===== src/rtl/mem_pkg.sv =====
// rtl/mem_pkg.sv - shared types, size encodings and byte-enable helpers for mem_access
package mem_pkg;

  typedef enum logic [1:0] {
    IDLE = 2'd0,
    REQ  = 2'd1,
    WAIT = 2'd2
  } mem_state_t;

  localparam logic [1:0] SIZE_BYTE = 2'b00;
  localparam logic [1:0] SIZE_HALF = 2'b01;
  localparam logic [1:0] SIZE_WORD = 2'b10;

  localparam int unsigned TIMEOUT_MAX = 65535;

  // Wide enough to hold TIMEOUT_CYCLES itself, so a grant on the last REQ cycle cannot wrap
  function automatic int unsigned timeout_width(input int unsigned cycles);
    return $clog2(cycles + 1);
  endfunction

  function automatic logic [3:0] byte_enable(input logic [1:0] size, input logic [1:0] addr_lo);
    logic [3:0] be;
    case (size)
      SIZE_BYTE: be = 4'b0001 << addr_lo;
      SIZE_HALF: be = addr_lo[1] ? 4'b1100 : 4'b0011;
      default:   be = 4'b1111;
    endcase
    return be;
  endfunction

  function automatic logic is_misaligned(input logic [1:0] size, input logic [1:0] addr_lo);
    logic bad;
    case (size)
      SIZE_BYTE: bad = 1'b0;
      SIZE_HALF: bad = addr_lo[0];
      default:   bad = (addr_lo != 2'b00);
    endcase
    return bad;
  endfunction

endpackage


===== src/rtl/mem_lane_align.sv =====
// rtl/mem_lane_align.sv - store lane replication/byte enables and load lane extraction/extension
module mem_lane_align
  import mem_pkg::*;
(
  input  logic [1:0]  st_size,
  input  logic [1:0]  st_addr_lo,
  input  logic [31:0] st_data,
  output logic [31:0] st_wdata,
  output logic [3:0]  st_be,
  input  logic [1:0]  ld_size,
  input  logic [1:0]  ld_addr_lo,
  input  logic        ld_sext,
  input  logic [31:0] ld_rdata,
  output logic [31:0] ld_data
);

  logic [31:0] byte_shift;
  logic [31:0] half_shift;

  always_comb begin
    st_be = byte_enable(st_size, st_addr_lo);
    case (st_size)
      SIZE_BYTE: st_wdata = {4{st_data[7:0]}};
      SIZE_HALF: st_wdata = {2{st_data[15:0]}};
      default:   st_wdata = st_data;
    endcase
  end

  always_comb begin
    byte_shift = ld_rdata >> {ld_addr_lo, 3'b000};
    half_shift = ld_rdata >> {ld_addr_lo[1], 4'b0000};
    case (ld_size)
      SIZE_BYTE: ld_data = {{24{ld_sext & byte_shift[7]}}, byte_shift[7:0]};
      SIZE_HALF: ld_data = {{16{ld_sext & half_shift[15]}}, half_shift[15:0]};
      default:   ld_data = ld_rdata;
    endcase
  end

endmodule


===== src/rtl/mem_access.sv =====
// rtl/mem_access.sv - memory-access stage: EX handshake, single-outstanding bus, WB beat
// Optional MEM_MISALIGN_CHECK_EN: misaligned half/word accesses fail locally with memError.
module mem_access
  import mem_pkg::*;
#(
  parameter int unsigned TIMEOUT_CYCLES = 255
) (
  input  logic        clk,
  input  logic        rst_n,
  input  logic        exValid,
  output logic        exReady,
  input  logic [31:0] aluResult,
  input  logic [31:0] storeData,
  input  logic        memRead,
  input  logic        memWrite,
  input  logic [1:0]  size,
  input  logic        signExt,
  input  logic [4:0]  destReg,
  input  logic        regWrite,
  output logic        memReq,
  output logic        memWe,
  output logic [31:0] memAddr,
  output logic [31:0] memWdata,
  output logic [3:0]  memBe,
  input  logic        memGnt,
  input  logic        memRvalid,
  input  logic [31:0] memRdata,
  output logic        wbValid,
  output logic [31:0] wbData,
  output logic [4:0]  wbDest,
  output logic        wbRegWrite,
  output logic        memError
);

  localparam int unsigned CNT_W = timeout_width(TIMEOUT_CYCLES);
  localparam logic [CNT_W-1:0] CNT_LAST = CNT_W'(TIMEOUT_CYCLES - 1);

  mem_state_t state, state_nxt;
  logic [CNT_W-1:0] cnt;
  logic [1:0]  addr_lo_q;
  logic [1:0]  size_q;
  logic        sext_q;
  logic [4:0]  dest_q;
  logic        regwrite_q;
  logic [31:0] st_wdata;
  logic [3:0]  st_be;
  logic [31:0] ld_data;
  logic        accept, is_mem, misalign, start_bus;
  logic        done_store, done_load, timeout;

`ifdef MEM_MISALIGN_CHECK_EN
  assign misalign = is_misaligned(size, aluResult[1:0]);
`else
  assign misalign = 1'b0;
`endif

  assign accept    = exValid && exReady;
  assign is_mem    = memRead || memWrite;
  assign start_bus = accept && is_mem && !misalign;

  mem_lane_align u_align (
    .st_size    (size),
    .st_addr_lo (aluResult[1:0]),
    .st_data    (storeData),
    .st_wdata   (st_wdata),
    .st_be      (st_be),
    .ld_size    (size_q),
    .ld_addr_lo (addr_lo_q),
    .ld_sext    (sext_q),
    .ld_rdata   (memRdata),
    .ld_data    (ld_data)
  );

  always_ff @(posedge clk or negedge rst_n) begin
    if (!rst_n) state <= IDLE;
    else        state <= state_nxt;
  end

  always_comb begin
    state_nxt  = state;
    exReady    = 1'b0;
    memReq     = 1'b0;
    done_store = 1'b0;
    done_load  = 1'b0;
    timeout    = 1'b0;
    case (state)
      IDLE: begin
        exReady = 1'b1;
        if (start_bus) state_nxt = REQ;
      end
      REQ: begin
        memReq = 1'b1;
        if (memGnt) begin
          if (memWe) begin
            done_store = 1'b1;
            state_nxt  = IDLE;
          end else begin
            state_nxt = WAIT;
          end
        end else if (cnt >= CNT_LAST) begin
          timeout   = 1'b1;
          state_nxt = IDLE;
        end
      end
      WAIT: begin
        if (memRvalid) begin
          done_load = 1'b1;
          state_nxt = IDLE;
        end else if (cnt >= CNT_LAST) begin
          timeout   = 1'b1;
          state_nxt = IDLE;
        end
      end
      default: state_nxt = IDLE;
    endcase
  end

  // Request fields are captured once on accept and held stable until the grant
  always_ff @(posedge clk or negedge rst_n) begin
    if (!rst_n) begin
      cnt        <= '0;
      memWe      <= 1'b0;
      memAddr    <= '0;
      memWdata   <= '0;
      memBe      <= '0;
      addr_lo_q  <= '0;
      size_q     <= '0;
      sext_q     <= 1'b0;
      dest_q     <= '0;
      regwrite_q <= 1'b0;
    end else begin
      if (start_bus) begin
        cnt        <= '0;
        memWe      <= memWrite;
        memAddr    <= {aluResult[31:2], 2'b00};
        memWdata   <= st_wdata;
        memBe      <= st_be;
        addr_lo_q  <= aluResult[1:0];
        size_q     <= size;
        sext_q     <= signExt;
        dest_q     <= destReg;
        regwrite_q <= regWrite;
      end else if (state != IDLE) begin
        cnt <= cnt + 1'b1;
      end
    end
  end

  always_ff @(posedge clk or negedge rst_n) begin
    if (!rst_n) begin
      wbValid    <= 1'b0;
      wbData     <= '0;
      wbDest     <= '0;
      wbRegWrite <= 1'b0;
      memError   <= 1'b0;
    end else begin
      wbValid  <= 1'b0;
      memError <= 1'b0;
      if (accept && (!is_mem || misalign)) begin
        wbValid    <= 1'b1;
        wbData     <= aluResult;
        wbDest     <= destReg;
        wbRegWrite <= regWrite && !misalign;
        memError   <= misalign;
      end else if (done_store) begin
        wbValid    <= 1'b1;
        wbDest     <= dest_q;
        wbRegWrite <= 1'b0;
      end else if (done_load) begin
        wbValid    <= 1'b1;
        wbData     <= ld_data;
        wbDest     <= dest_q;
        wbRegWrite <= regwrite_q;
      end else if (timeout) begin
        wbValid    <= 1'b1;
        wbDest     <= dest_q;
        wbRegWrite <= 1'b0;
        memError   <= 1'b1;
      end
    end
  end

endmodule


===== config.mk =====
export PLATFORM = sky130hd
export DESIGN_NAME = mem_access
export DESIGN_NICKNAME = d
export VERILOG_FILES = /design/src/rtl/mem_pkg.sv /design/src/rtl/mem_lane_align.sv /design/src/rtl/mem_access.sv
export SDC_FILE = /design/constraint.sdc
export NUM_CORES = 1
export LEC_CHECK = 0
export CORE_ASPECT_RATIO = 2
export CORE_MARGIN = 8
export CORE_UTILIZATION = 46
export CTS_CLUSTER_DIAMETER = 40
export DETAILED_ROUTE_END_ITERATION = 8
export MAX_ROUTING_LAYER = met4
export PLACE_DENSITY_LB_ADDON = 0.08
export SYNTH_ARGS = -nofsm -noshare
export SYNTH_HDL_FRONTEND = slang
export SYNTH_SLANG_ARGS = --single-unit

===== constraint.sdc =====
create_clock -name clk -period 2.3 [get_ports clk]
set_clock_uncertainty 0.15 [all_clocks]
set_input_delay 0.345 -clock clk [delete_from_list [all_inputs] [get_ports clk]]
set_output_delay 0.345 -clock clk [all_outputs]
set_load 0.05 [all_outputs]

Word-level counts from Yosys, hierarchy flattened
Cells that the tools add are included.

Register bits after elaboration: 128. Output and inout port bits: 111. Word-level logic and storage cells: 83.

Add/subtract/negate cells: 1. Order comparisons: 1. Equal/unequal tests: 6. Shift operators: 3. Muxes and demuxes: 41. Bitwise gates (word level): 2. Reductions and logical operators: 13.

Operators with widths (number): $pmux 32 s2 (2); $mux 32 (3); $shr 32x5->16 (1); $shr 32x5->8 (1); $mux 1 (21); $mux 5 (4); $mux 8 (2); $mux 2 (5); $add 8x1->8 const B (1); $ge 8x8->1 const B (1); $pmux 4 s2 (1); $eq 2x1->1 const B (3); $logic_not 2->1 (3); $pmux 2 s3 (1); $reduce_bool 2->1 (3); $mux 4 (1); $reduce_bool 4->1 (1); $shl 1x2->4 const A (1); $logic_and 1x1->1 (3); $and 1x1->1 (2); $eq 2x2->1 const B (1); $ne 2x1->1 const B (1); $ne 2x2->1 const B (1); $pmux 1 s2 (1); 3 further kinds (3).

Depth between registers and ports, before layout
Depth in word-level cells: 8. Depth in mapped cells: 8. Mapped depth without buffers: 6.

Hierarchy
Synthesis repeated with hierarchy kept, for this count alone.

Cells, all modules: 728. Area, all modules: 6593.8 um^2.

By module, submodules not included: mem_access (instances 1, cells an instance 563, area each 5397.7 um^2, seq. area each 3203.1 um^2); mem_lane_align (instances 1, cells an instance 165, area each 1196.1 um^2, seq. area each 0.0 um^2).

Worst setup path after synthesis
OpenSTA, ideal clock, no wires.

Kind: reg2reg. Start point: register state[0]. End point: register wbDest[0]. Library setup time: 0.125 ns. Data arrival time: 2.112 ns. Data required time: 2.025 ns. Path slack: -0.087 ns. Cell stages (with the launch flop): 8. Buffers on the path: 1. Period minus slack after synthesis: 2.387 ns. Path through: dfrtp_1 > inv_1 > ha_1 > nor4bb_1 > buf_2 > a211o_1 > a31oi_4 > mux2_2.

Cells in the longest elaborated chain, start to end: 5. Elaborated cells between the ends (all ways): 13.

RTL lines: start, declared (line mem_access.sv:38) `mem_state_t state, state_nxt;`; start signal, assigned (line mem_access.sv:76) `else state <= state_nxt;`; $logic_not 2->1 * (line mem_access.sv:86) `case (state)`; $mux 1 * (line mem_access.sv:86); via exReady (line mem_access.sv:11) `output logic exReady,`; $logic_and 1x1->1 * (line mem_access.sv:57) `assign accept = exValid && exReady;`; $logic_and 1x1->1 * (line mem_access.sv:159) `if (accept && (!is_mem || misalign)) begin`; $reduce_bool 4->1 (no line) / $mux 5 (equally long branches); end signal, assigned (line mem_access.sv:162) `wbDest <= destReg;`; end signal, assigned (line mem_access.sv:167) `wbDest <= dest_q;`; end signal, assigned (line mem_access.sv:172) `wbDest <= dest_q;`; end, declared (line mem_access.sv:30) `output logic [4:0] wbDest,`.

Mark *: on every way through the listed nets, which the timed path passes. The rest lies on a longest branch. A chain may end at the register's enable or synchronous reset.

Final worst setup path
Start point: register memWe. End point: output memWe.

RTL lines: start, declared (line mem_access.sv:21) `output logic memWe,`; start signal, assigned (line mem_access.sv:134) `memWe <= memWrite;`.

No word-level cell between the ends.

==> metrics <==
TritonCTS clock tree built; number of synthesized flops with an enable pin 0; ANT nets after route 0; area of the core 13400 um^2; grt total ovfl 0; Clock H-tree levels 4; number of remaining DRC errors 0; setup TNS 0 ns; Chip Width 98.9 um; Arrival @ worst endpoint 1.70 ns; main combinational cell family by area after synthesis simple AND/OR/NAND/NOR gates; Max-Cap Viols 0; VDD IR-drop max 1.02 mV; fin. max-slew vios 0; status finished clean; crit share post-route 0.956; Leak 4.24 nW; largest stage delay on the critical path 0.86 ns; worst skew pair latency 0.42 ns; initial antenna violation count 1; # rows 60; Unique masters post-synth 52; CTS resizes 0; power per cell area 1620 nW/um^2; CTS buffer count 17; number of synthesized register bits 128; Vias/cell 5.52; XOR/XNOR share of the synthesized area 0.00553; Slew HR 0.543; Initial DRC Count 183; Post-Synth Adder-Cell Area 0.0119; buffers and inverters on the worst path 1; crit-path cells clkdlybuf4s50_1; biggest area consumer among synthesized cells dfrtp_1; worst hold path class register to register; critical path class register to output pin; hold buffers post-CTS 1; Max FO, Critical Path 5; Worst-Margin Slew 0.684 ns; via count 5981; CP endpoint kind output pin; setup bufs post-CTS 0; drt pass-1 iters 4; Synth area leaders dfrtp_1 (51%), nand2_1 (13%), mux2i_1 (6.5%); share of cells above drive strength 1 0.100; Compound-Gate Fraction of Synth Area 0.146; Seq/Total Area, Yosys 0.506; multiplexer area fraction after synthesis 0.0897; Crit-path slowest cell clkdlybuf4s50_1; cell count after synthesis 689; final estimated routing congestion in global placement 0.892; Initial Util 0.471; final layout net count 1032; DR WL/cell 20.5 um; routed wire length 22.2 mm; placed cell area 8880 um^2; final std cells w/o fill 1083; CP delay by family, top buffers and inverters; Die Y-Extent 182 um; crit path launch type register; Fin. Hold Viols 0; Warnings, synthesis 0; number of port buffers 220; fmax 455 MHz; post-synthesis simple-gate area fraction 0.202; Layout area overhead 50.1%; post-layout util 0.707; synth cell count leaders nand2_1 (218), dfrtp_1 (128), a21oi_1 (46); fillers 1053; CP required 1.80 ns; hpwl dp 16.7 mm; placed insts 1049; worst-case clock buffer depth 2; Post-Syn Area 6330 um^2; IO Pins 223; top-count cell post-synth nand2_1; # clock sinks 128; largest net degree at the start of global routing 86; Total GRT Usage 0.263; Most used DFF post-synth dfrtp_1; RSZ-0062 raised after global routing false; endpoints failing setup 0; wire length of the first global-routing pass 35.8 mm; final instance area 9500 um^2; asr flop ratio synth 1.00; Yosys top cell area share 0.506; Tmin final 2.20 ns; Worst-path clk slew 0.06 ns; vias in the first global route 6519; root buf cell clkbuf_16; Post-Syn Area per Cell 9.19 um^2; Die Area 18000 um^2
registers in the layout, summed over array words and instances, names as in the netlist, 4 cells and up:
register	count
wbData	32
memAddr	30
memWdata	32
cnt	8
wbDest	5
memBe	4
dest_q	5
power by group:
part           switching, mW  internal, mW
Clock                   1.09          1.72
Sequential             0.685          3.30
Combinational           5.64          2.98
Total                   7.42          8.00
final cells by class:
type / instances / area (um^2) / area share
Clock inverter: 14 / 181 / 0.0191
Clock buffer: 18 / 429 / 0.0452
Tap cell: 155 / 194 / 0.0204
Multi-Input combinational cell: 506 / 2920 / 0.307
Inverter: 8 / 30.0 / 0.00316
Antenna cell: 1 / 2.50 / 0.000263
Timing Repair Buffer: 253 / 2550 / 0.268
Sequential cell: 128 / 3200 / 0.337
cell usage in the layout (no fill, tap or decap), types with 15 or more instances in the layout:
master           count
dfrtp_1            128
clkbuf_16           17
o22ai_1             26
and2_1              15
buf_4               27
o21ai_0             36
nand2_1            218
clkdlybuf4s50_1    216
mux2i_1             41
a21oi_1             46
nor2_1              18
worst register-to-register path, stage by stage, from the launching register on:
cell,delay [ns]
dfrtp_1,0.40
inv_1,0.10
ha_2,0.22
and3_1,0.21
a211o_1,0.28
a31oi_4,0.30
mux2_2,0.39
path summary, 6_finish.rpt:
kind | startpoint | end | slack (ns) | cells after the start
min | memAddr[9] | memAddr[9] | 0.32 | 2
max | memWe | memWe | 0.10 | 1
max in group asynchronous | rst_n | memWdata[13] | 1.01 | 3
min reg2reg | memAddr[9] | memAddr[9] | 0.32 | 2
max reg2reg | state[1] | wbDest[1] | 0.13 | 6
min in group asynchronous | rst_n | memAddr[25] | 0.33 | 2
metrics by stage:
step,hold WS (ns),setup WS (ns),power [mW]
finish,0.319,0.102,15.4
global route,0.340,0.00794,16.2
CTS,0.307,0.0811,15.5
detailed placement,0.221,0.0267,12.6
global placement,0.213,0.0738,12.4
floorplan,-0.101,0.0729,9.47
logic make-up (layout without fill, tap and decap cells):
logic type | after synthesis | in the layout
flip-flops | 128 | 128
multiplexers | 55 | 55
buffers and inverters | 56 | 293
other | 1 | 3
XOR/XNOR | 4 | 4
adder cells (fa/ha/maj) | 6 | 6
AND/OR/NAND/NOR | 290 | 290
AO/OA/AOI/OAI | 149 | 149
metal layers:
metal | share of wire | global-route usage
met5 | 0 | -
met4 | 0.032 | 0.120
met3 | 0.072 | 0.0667
met2 | 0.54 | 0.469
met1 | 0.36 | 0.259
Note: power is estimated with default switching activity, not from simulation.
